==> src/rtl/mem_loader_pkg.sv <==
// Shared definitions for the memory loader: default widths and FSM state encoding.
package mem_loader_pkg;

  localparam int LDR_DATA_W = 16;
  localparam int LDR_ADDR_W = 8;

  typedef enum logic [1:0] {
    IDLE   = 2'd0,
    WRITE  = 2'd1,
    VERIFY = 2'd2,
    FINISH = 2'd3
  } state_t;

endpackage

==> src/rtl/mem_loader_shadow_ram.sv <==
// Shadow copy of every word the loader writes, used as the reference during verify.
module shadow_ram
  import mem_loader_pkg::*;
#(
  parameter int DATA_W = LDR_DATA_W,
  parameter int ADDR_W = LDR_ADDR_W
) (
  input  logic              clk,
  input  logic              we,
  input  logic [ADDR_W-1:0] waddr,
  input  logic [DATA_W-1:0] wdata,
  input  logic [ADDR_W-1:0] raddr,
  output logic [DATA_W-1:0] rdata
);

  logic [DATA_W-1:0] mem [1 << ADDR_W];

  always_ff @(posedge clk) begin
    if (we) mem[waddr] <= wdata;
  end

  assign rdata = mem[raddr];

endmodule

==> src/rtl/mem_loader.sv <==
// Streams words from an upstream source into the loader port of a memory,
// optionally reading them back and flagging the first mismatching address.
module mem_loader
  import mem_loader_pkg::*;
#(
  parameter int DATA_W = LDR_DATA_W,
  parameter int ADDR_W = LDR_ADDR_W
) (
  input  logic              clk,
  input  logic              rst_n,
  input  logic              start,
  input  logic [ADDR_W-1:0] base_addr,
  input  logic [ADDR_W:0]   length,
  input  logic              verify_en,
  input  logic              s_valid,
  input  logic [DATA_W-1:0] s_data,
  output logic              s_ready,
  input  logic [DATA_W-1:0] mem_rdata,
  output logic              Tbornot,
  output logic [ADDR_W-1:0] Addr_tb,
  output logic [DATA_W-1:0] Data_tb,
  output logic              WE_tb,
  output logic              busy,
  output logic              done,
  output logic              err,
  output logic [ADDR_W-1:0] err_addr
);

  localparam logic [ADDR_W:0] MAX_LEN = {1'b1, {ADDR_W{1'b0}}};

  state_t            state;
  logic [ADDR_W-1:0] base_q;
  logic [ADDR_W-1:0] addr_q;
  logic [ADDR_W:0]   len_q;
  logic [ADDR_W:0]   cnt_q;
  logic              verify_q;
  logic              vpend_q;
  logic [DATA_W-1:0] shadow_rdata;
  logic              xfer;

  assign xfer    = (state == WRITE) && s_valid;
  assign s_ready = (state == WRITE);
  assign busy    = (state != IDLE);
  assign Tbornot = (state != IDLE);

  shadow_ram #(.DATA_W(DATA_W), .ADDR_W(ADDR_W)) u_shadow (
    .clk   (clk),
    .we    (xfer),
    .waddr (addr_q),
    .wdata (s_data),
    .raddr (Addr_tb),
    .rdata (shadow_rdata)
  );

  // In VERIFY the address is issued one cycle ahead; vpend_q marks that
  // Addr_tb holds a read whose data is due for comparison at this edge.
  always_ff @(posedge clk or negedge rst_n) begin
    if (!rst_n) begin
      state    <= IDLE;
      base_q   <= '0;
      addr_q   <= '0;
      len_q    <= '0;
      cnt_q    <= '0;
      verify_q <= 1'b0;
      vpend_q  <= 1'b0;
      Addr_tb  <= '0;
      Data_tb  <= '0;
      WE_tb    <= 1'b0;
      done     <= 1'b0;
      err      <= 1'b0;
      err_addr <= '0;
    end else begin
      WE_tb <= 1'b0;
      done  <= 1'b0;
      case (state)
        IDLE: begin
          if (start) begin
            base_q   <= base_addr;
            addr_q   <= base_addr;
            cnt_q    <= '0;
            len_q    <= (length > MAX_LEN) ? MAX_LEN : length;
            verify_q <= verify_en;
            vpend_q  <= 1'b0;
            err      <= 1'b0;
            err_addr <= '0;
            state    <= (length == '0) ? FINISH : WRITE;
          end
        end
        WRITE: begin
          if (s_valid) begin
            Addr_tb <= addr_q;
            Data_tb <= s_data;
            WE_tb   <= 1'b1;
            addr_q  <= addr_q + 1'b1;
            cnt_q   <= cnt_q + 1'b1;
            if (cnt_q + 1'b1 == len_q) begin
              addr_q  <= base_q;
              cnt_q   <= '0;
              vpend_q <= 1'b0;
              state   <= verify_q ? VERIFY : FINISH;
            end
          end
        end
        VERIFY: begin
          if (vpend_q && (mem_rdata != shadow_rdata) && !err) begin
            err      <= 1'b1;
            err_addr <= Addr_tb;
          end
          if (cnt_q != len_q) begin
            Addr_tb <= addr_q;
            addr_q  <= addr_q + 1'b1;
            cnt_q   <= cnt_q + 1'b1;
            vpend_q <= 1'b1;
          end else begin
            vpend_q <= 1'b0;
            state   <= FINISH;
          end
        end
        FINISH: begin
          done  <= 1'b1;
          state <= IDLE;
        end
        default: state <= IDLE;
      endcase
    end
  end

endmodule

==> config.mk <==
export PLATFORM = sky130hd
export DESIGN_NAME = mem_loader
export DESIGN_NICKNAME = d
export VERILOG_FILES = /design/src/rtl/mem_loader_pkg.sv /design/src/rtl/mem_loader_shadow_ram.sv /design/src/rtl/mem_loader.sv
export SDC_FILE = /design/constraint.sdc
export NUM_CORES = 2
export LEC_CHECK = 0
export ABC_AREA = 0
export BUFFER_PORTS_ARGS = -buffer_cell sky130_fd_sc_hd__buf_2
export CAP_MARGIN = 40
export CELL_PAD_IN_SITES_DETAIL_PLACEMENT = 1
export CELL_PAD_IN_SITES_GLOBAL_PLACEMENT = 1
export CORE_MARGIN = 8
export CORE_UTILIZATION = 31
export CTS_BUF_LIST = sky130_fd_sc_hd__clkbuf_4
export CTS_CLUSTER_SIZE = 16
export DETAILED_ROUTE_END_ITERATION = 16
export GPL_TIMING_DRIVEN = 0
export PLACE_DENSITY_LB_ADDON = 0.1
export SLEW_MARGIN = 20
export SYNTH_ARGS = -nofsm -noshare
export SYNTH_HDL_FRONTEND = slang
export SYNTH_SLANG_ARGS = --single-unit
==> constraint.sdc <==
create_clock -name clk -period 8.3 [get_ports clk]
set_input_delay 0.415 -clock clk [delete_from_list [all_inputs] [get_ports clk]]
set_output_delay 0.415 -clock clk [all_outputs]
set_load 0.02 [all_outputs]
==> metrics.md <==
| Metric | Value |
|---|---|
| Status | `finished, violations left` |
| Failing checks | `setup timing` |
| Post-synthesis cell area | `162000 µm²` |
| Clk slew on worst S/H paths | `0.06 ns` |
| Hold WC Path Type | `primary input to register` |
| Die area | `547000 µm²` |
| Initial Util | `0.311` |
| Slew Limit Fails | `0` |
| DR WL/cell | `53.5 µm` |
| Final worst slack | `-0.247 ns` |
| Largest cells by area after synthesis | `edfxtp_1 76%, mux4_2 11%, mux2i_1 3.4%` |
| Fin util | `0.387` |
| Yosys top cell by area | `edfxtp_1` |
| Vias | `108000` |
| Drt pass-1 iters | `8` |
| Finish-stage setup viols | `9` |
| # rows | `265` |
| Async set-reset flop share out of synthesis | `0.0175` |
| Clk buf depth | `5` |
| Post-CTS Setup Bufs | `0` |
| CTS H-tree lvls | `7` |
| Critical path's largest stage delay | `0.84 ns` |
| Placer congestion estimate | `0.980` |
| I/O pins | `92` |
| Count of different cell masters after synthesis | `80` |
| Worst skew pair latency | `1.86 ns` |
| Crit path to | `err_addr[5]$_DFFE_PN0P_` |
| Largest net degree at the start of global routing | `125` |
| Vias per inst | `6.11` |
| Grt ovf | `0` |
| Reg2reg setup slack | `-0.25 ns` |
| TritonCTS clock tree | `yes` |
| Yosys warns | `0` |
| Crit path launch type | `register` |
| Setup crit end kind | `register` |
| Worst VDD drop | `0.000206 V` |
| Number of flops mapped to enable cells by yosys | `4096` |
| Reg2reg start | `Addr_tb[2]$_DFFE_PN0P_` |
| Initial antenna violation count | `159` |
| Final std cells w/o fill | `17600` |
| PD cells | `364 nW/µm²` |
| Crit share post-route | `1.03` |
| Fmax achieved | `117 MHz` |
| First-pass GRT wire length | `1160000 µm` |
| DP HPWL | `663000 µm` |
| Number of port buffers | `90` |
| Max-slew headroom | `0.226` |
| Fraction of layout cells with a size suffix above 1 | `0.385` |
| Vias in the first global route | `101000` |
| Die X | `739 µm` |
| Cell Area, Placed | `185000 µm²` |
| Net Count, Synth | `7889` |
| WP data arrival | `10.15 ns` |
| Seq/Total Area, Yosys | `0.769` |
| Detailed-route DRC error count | `0` |
| Root Driver | `clkbuf_4` |
| Synthesis-to-finish area growth | `24.3%` |
| Worst Hold Path Cells | `5` |
| R2R depth | `20` |
| Final Hold Fails | `0` |
| Final nets | `9904` |
| Num CTS Buffers | `1236` |
| RR Endpoint | `err_addr[5]$_DFFE_PN0P_` |
| Critical path peak fanout | `10` |
| Final Skew | `0.150 ns` |
| Max-Cap Viols | `0` |
| Die Height | `739 µm` |
| M3 GR Usage | `0.104` |
| Crit path cell chain | `buf_2 > buf_4 > inv_2 > buf_12 > buf_4 > buf_2 > buf_12 > buf_4 > buf_6 > clkbuf_8 > a21oi_1 > o21ai_0 > nand4_1 > a211oi_1 > buf_2 > xor2_1 > nor2_1 > nand4_4 > and3_1 > a31o_1` |
| Post-Syn Instances | `7826` |
| Crit path max-delay cell type | `nand4_1` |
| Synth top area share | `0.758` |
| Main synth FF type | `edfxtp_1` |
| Worst Setup SP | `Addr_tb[2]$_DFFE_PN0P_` |
| Fin crit period | `8.55 ns` |
| Total Routed Length | `944000 µm` |
| Measured slew at the worst slew-check pin | `1.16 ns` |
| Clock sinks | `4169` |
| LEAKAGE | `65.4 nW` |
| WS Path Type | `register to register` |
| Post-layout instance area | `202000 µm²` |
| GRT Total Usage | `0.336` |
| Register bit total from synthesis | `4169` |
| Core area | `521000 µm²` |
| First-iteration detailed-routing DRC count | `20700` |
| Unrepaired setup endpoints after global routing | `false` |
| Met2 GRT Util | `0.491` |
| Busiest grt layer | `met2` |
| Worst Path Required | `9.90 ns` |
| Placed Cells | `15400` |
| Post-route ant nets | `0` |
| GR Util met1 | `0.432` |
| Overall Power | `73.5 mW` |
| Post-route setup TNS | `-1.66 ns` |
| Syn avg cell area | `20.7 µm²` |
-- cells in the final DEF (no fill, tap or decap), types with 16 or more instances in the layout --
cell type         n
edfxtp_1       4096
clkbuf_4       1816
mux4_2          794
mux2i_1         547
nand2_1         305
nor2_4          260
a22oi_1         235
buf_12          229
buf_16          222
clkinv_1        180
buf_2           177
buf_6           146
a21oi_1         144
dlygate4sd3_1   121
clkbuf_2        111
buf_4           107
diode_2         103
nand3_1          97
o21ai_0          80
mux2_2           76
dfrtp_1          73
o22ai_1          67
nor2_1           51
a221oi_1         51
clkbuf_1         50
buf_8            39
a31oi_1          29
nor2b_1          27
nand4_1          25
xnor2_1          25
nand2b_1         21
inv_2            20
a211oi_1         19
and3_1           18
a32oi_1          18
nor3_1           16
o211ai_1         16
o221ai_1         16
-- state kept, by name (all words and copies together), names as in the netlist, 2 cells and up --
register / flops
addr_q: 8
Data_tb: 16
len_q: 9
u_shadow.mem: 4096
state: 2
cnt_q: 9
Addr_tb: 8
base_q: 8
err_addr: 8
-- where the power goes --
part | switching, mW | leakage, nW | internal (mW) | total (mW)
sequential | 0.189 | 37.7 | 23.3 | 23.5
combinational | 22.7 | 19.0 | 8.15 | 30.8
clock | 9.30 | 8.67 | 9.86 | 19.2
-- cells by family (layout without fill, tap and decap cells) --
kind of cell / after synthesis / after routing / synth area share
flops: 4169 / 4169 / 0.769
mux: 1430 / 1430 / 0.151
simple gates: 899 / 899 / 0.0248
compound gates: 794 / 794 / 0.0338
buf+inv: 485 / 3259 / 0.0183
xor+xnor: 40 / 40 / 0.00216
fa+ha+maj: 9 / 9 / 0.000694
other cells: 0 / 103 / 0
-- routing by layer --
metal / vias up / wire [µm]
met4: 32 / 69400
met2: 9226 / 409000
met3: 2040 / 111000
li1: 37500 / -
met1: 59100 / 355000
met5: - / 192
-- synthesized netlist by cell type, types with 16 or more instances --
library cell / instances
o22ai_1: 68
a31oi_1: 32
buf_4: 41
dfrtp_1: 73
mux4_2: 794
a32oi_1: 18
o221ai_1: 16
nor4_1: 21
a22oi_1: 235
o21ai_0: 93
nor2b_1: 27
nand4_1: 25
nand2b_1: 21
a221oi_1: 55
edfxtp_1: 4096
a21oi_1: 146
buf_1: 32
mux2i_1: 550
nand3_1: 97
xnor2_1: 25
a211oi_1: 20
clkbuf_1: 192
buf_2: 89
nor2_1: 316
o211ai_1: 16
mux2_2: 76
nand2_1: 305
and3_1: 18
buf_6: 100
nor3_1: 16
-- stage by stage --
| stage | hold WS [ns] | setup WS (ns) |
|---|---|---|
| after floorplan | 0.119 | 4.37 |
| after global placement | 0.472 | -5.39 |
| after detailed placement | 0.433 | -0.748 |
| after CTS | 0.00223 | 0.0540 |
| after global routing | 0.138 | 0.0144 |
| final | 0.173 | -0.247 |
-- critical path: cells and delay by family, from the launching register on --
| family | cells | cell delay [ns] |
|---|---|---|
| buffers and inverters | 11 | 4.49 |
| AND/OR/NAND/NOR | 4 | 1.76 |
| AO/OA/AOI/OAI | 4 | 1.42 |
| flip-flops | 1 | 0.41 |
| XOR/XNOR | 1 | 0.09 |
-- layout make-up --
type / count / area, µm²
inverters: 19 / 71.3
multi-input cells: 3172 / 36700
fillers: 50800 / 319000
clock inverters: 212 / 916
repair buffers: 777 / 13600
diodes: 103 / 258
plain buffers: 466 / 3300
clock buffers: 1785 / 13400
flip-flops and latches: 4169 / 125000
well taps: 6942 / 8690
-- worst min-delay path by stage --
stage	end	start	slack [ns]
floorplan	Addr_tb[0]$_DFFE_PN0P_	rst_n	0.12
global placement	Data_tb[2]$_DFFE_PN0P_	Data_tb[2]$_DFFE_PN0P_	0.47
detailed placement	Data_tb[2]$_DFFE_PN0P_	rst_n	0.43
CTS	addr_q[6]$_DFFE_PN0P_	base_addr[6]	0.002
global route	err$_DFFE_PN0P_	mem_rdata[7]	0.14
finish	addr_q[6]$_DFFE_PN0P_	base_addr[6]	0.17
-- timing repair --
item                                    4_1_cts  5_1_grt
hold endpoints to repair                   4310        0
hold buffers                                137        0
resized for setup                            19        0
endpoints found under the setup margin        9        0
Note: power is estimated with default switching activity, not from simulation.
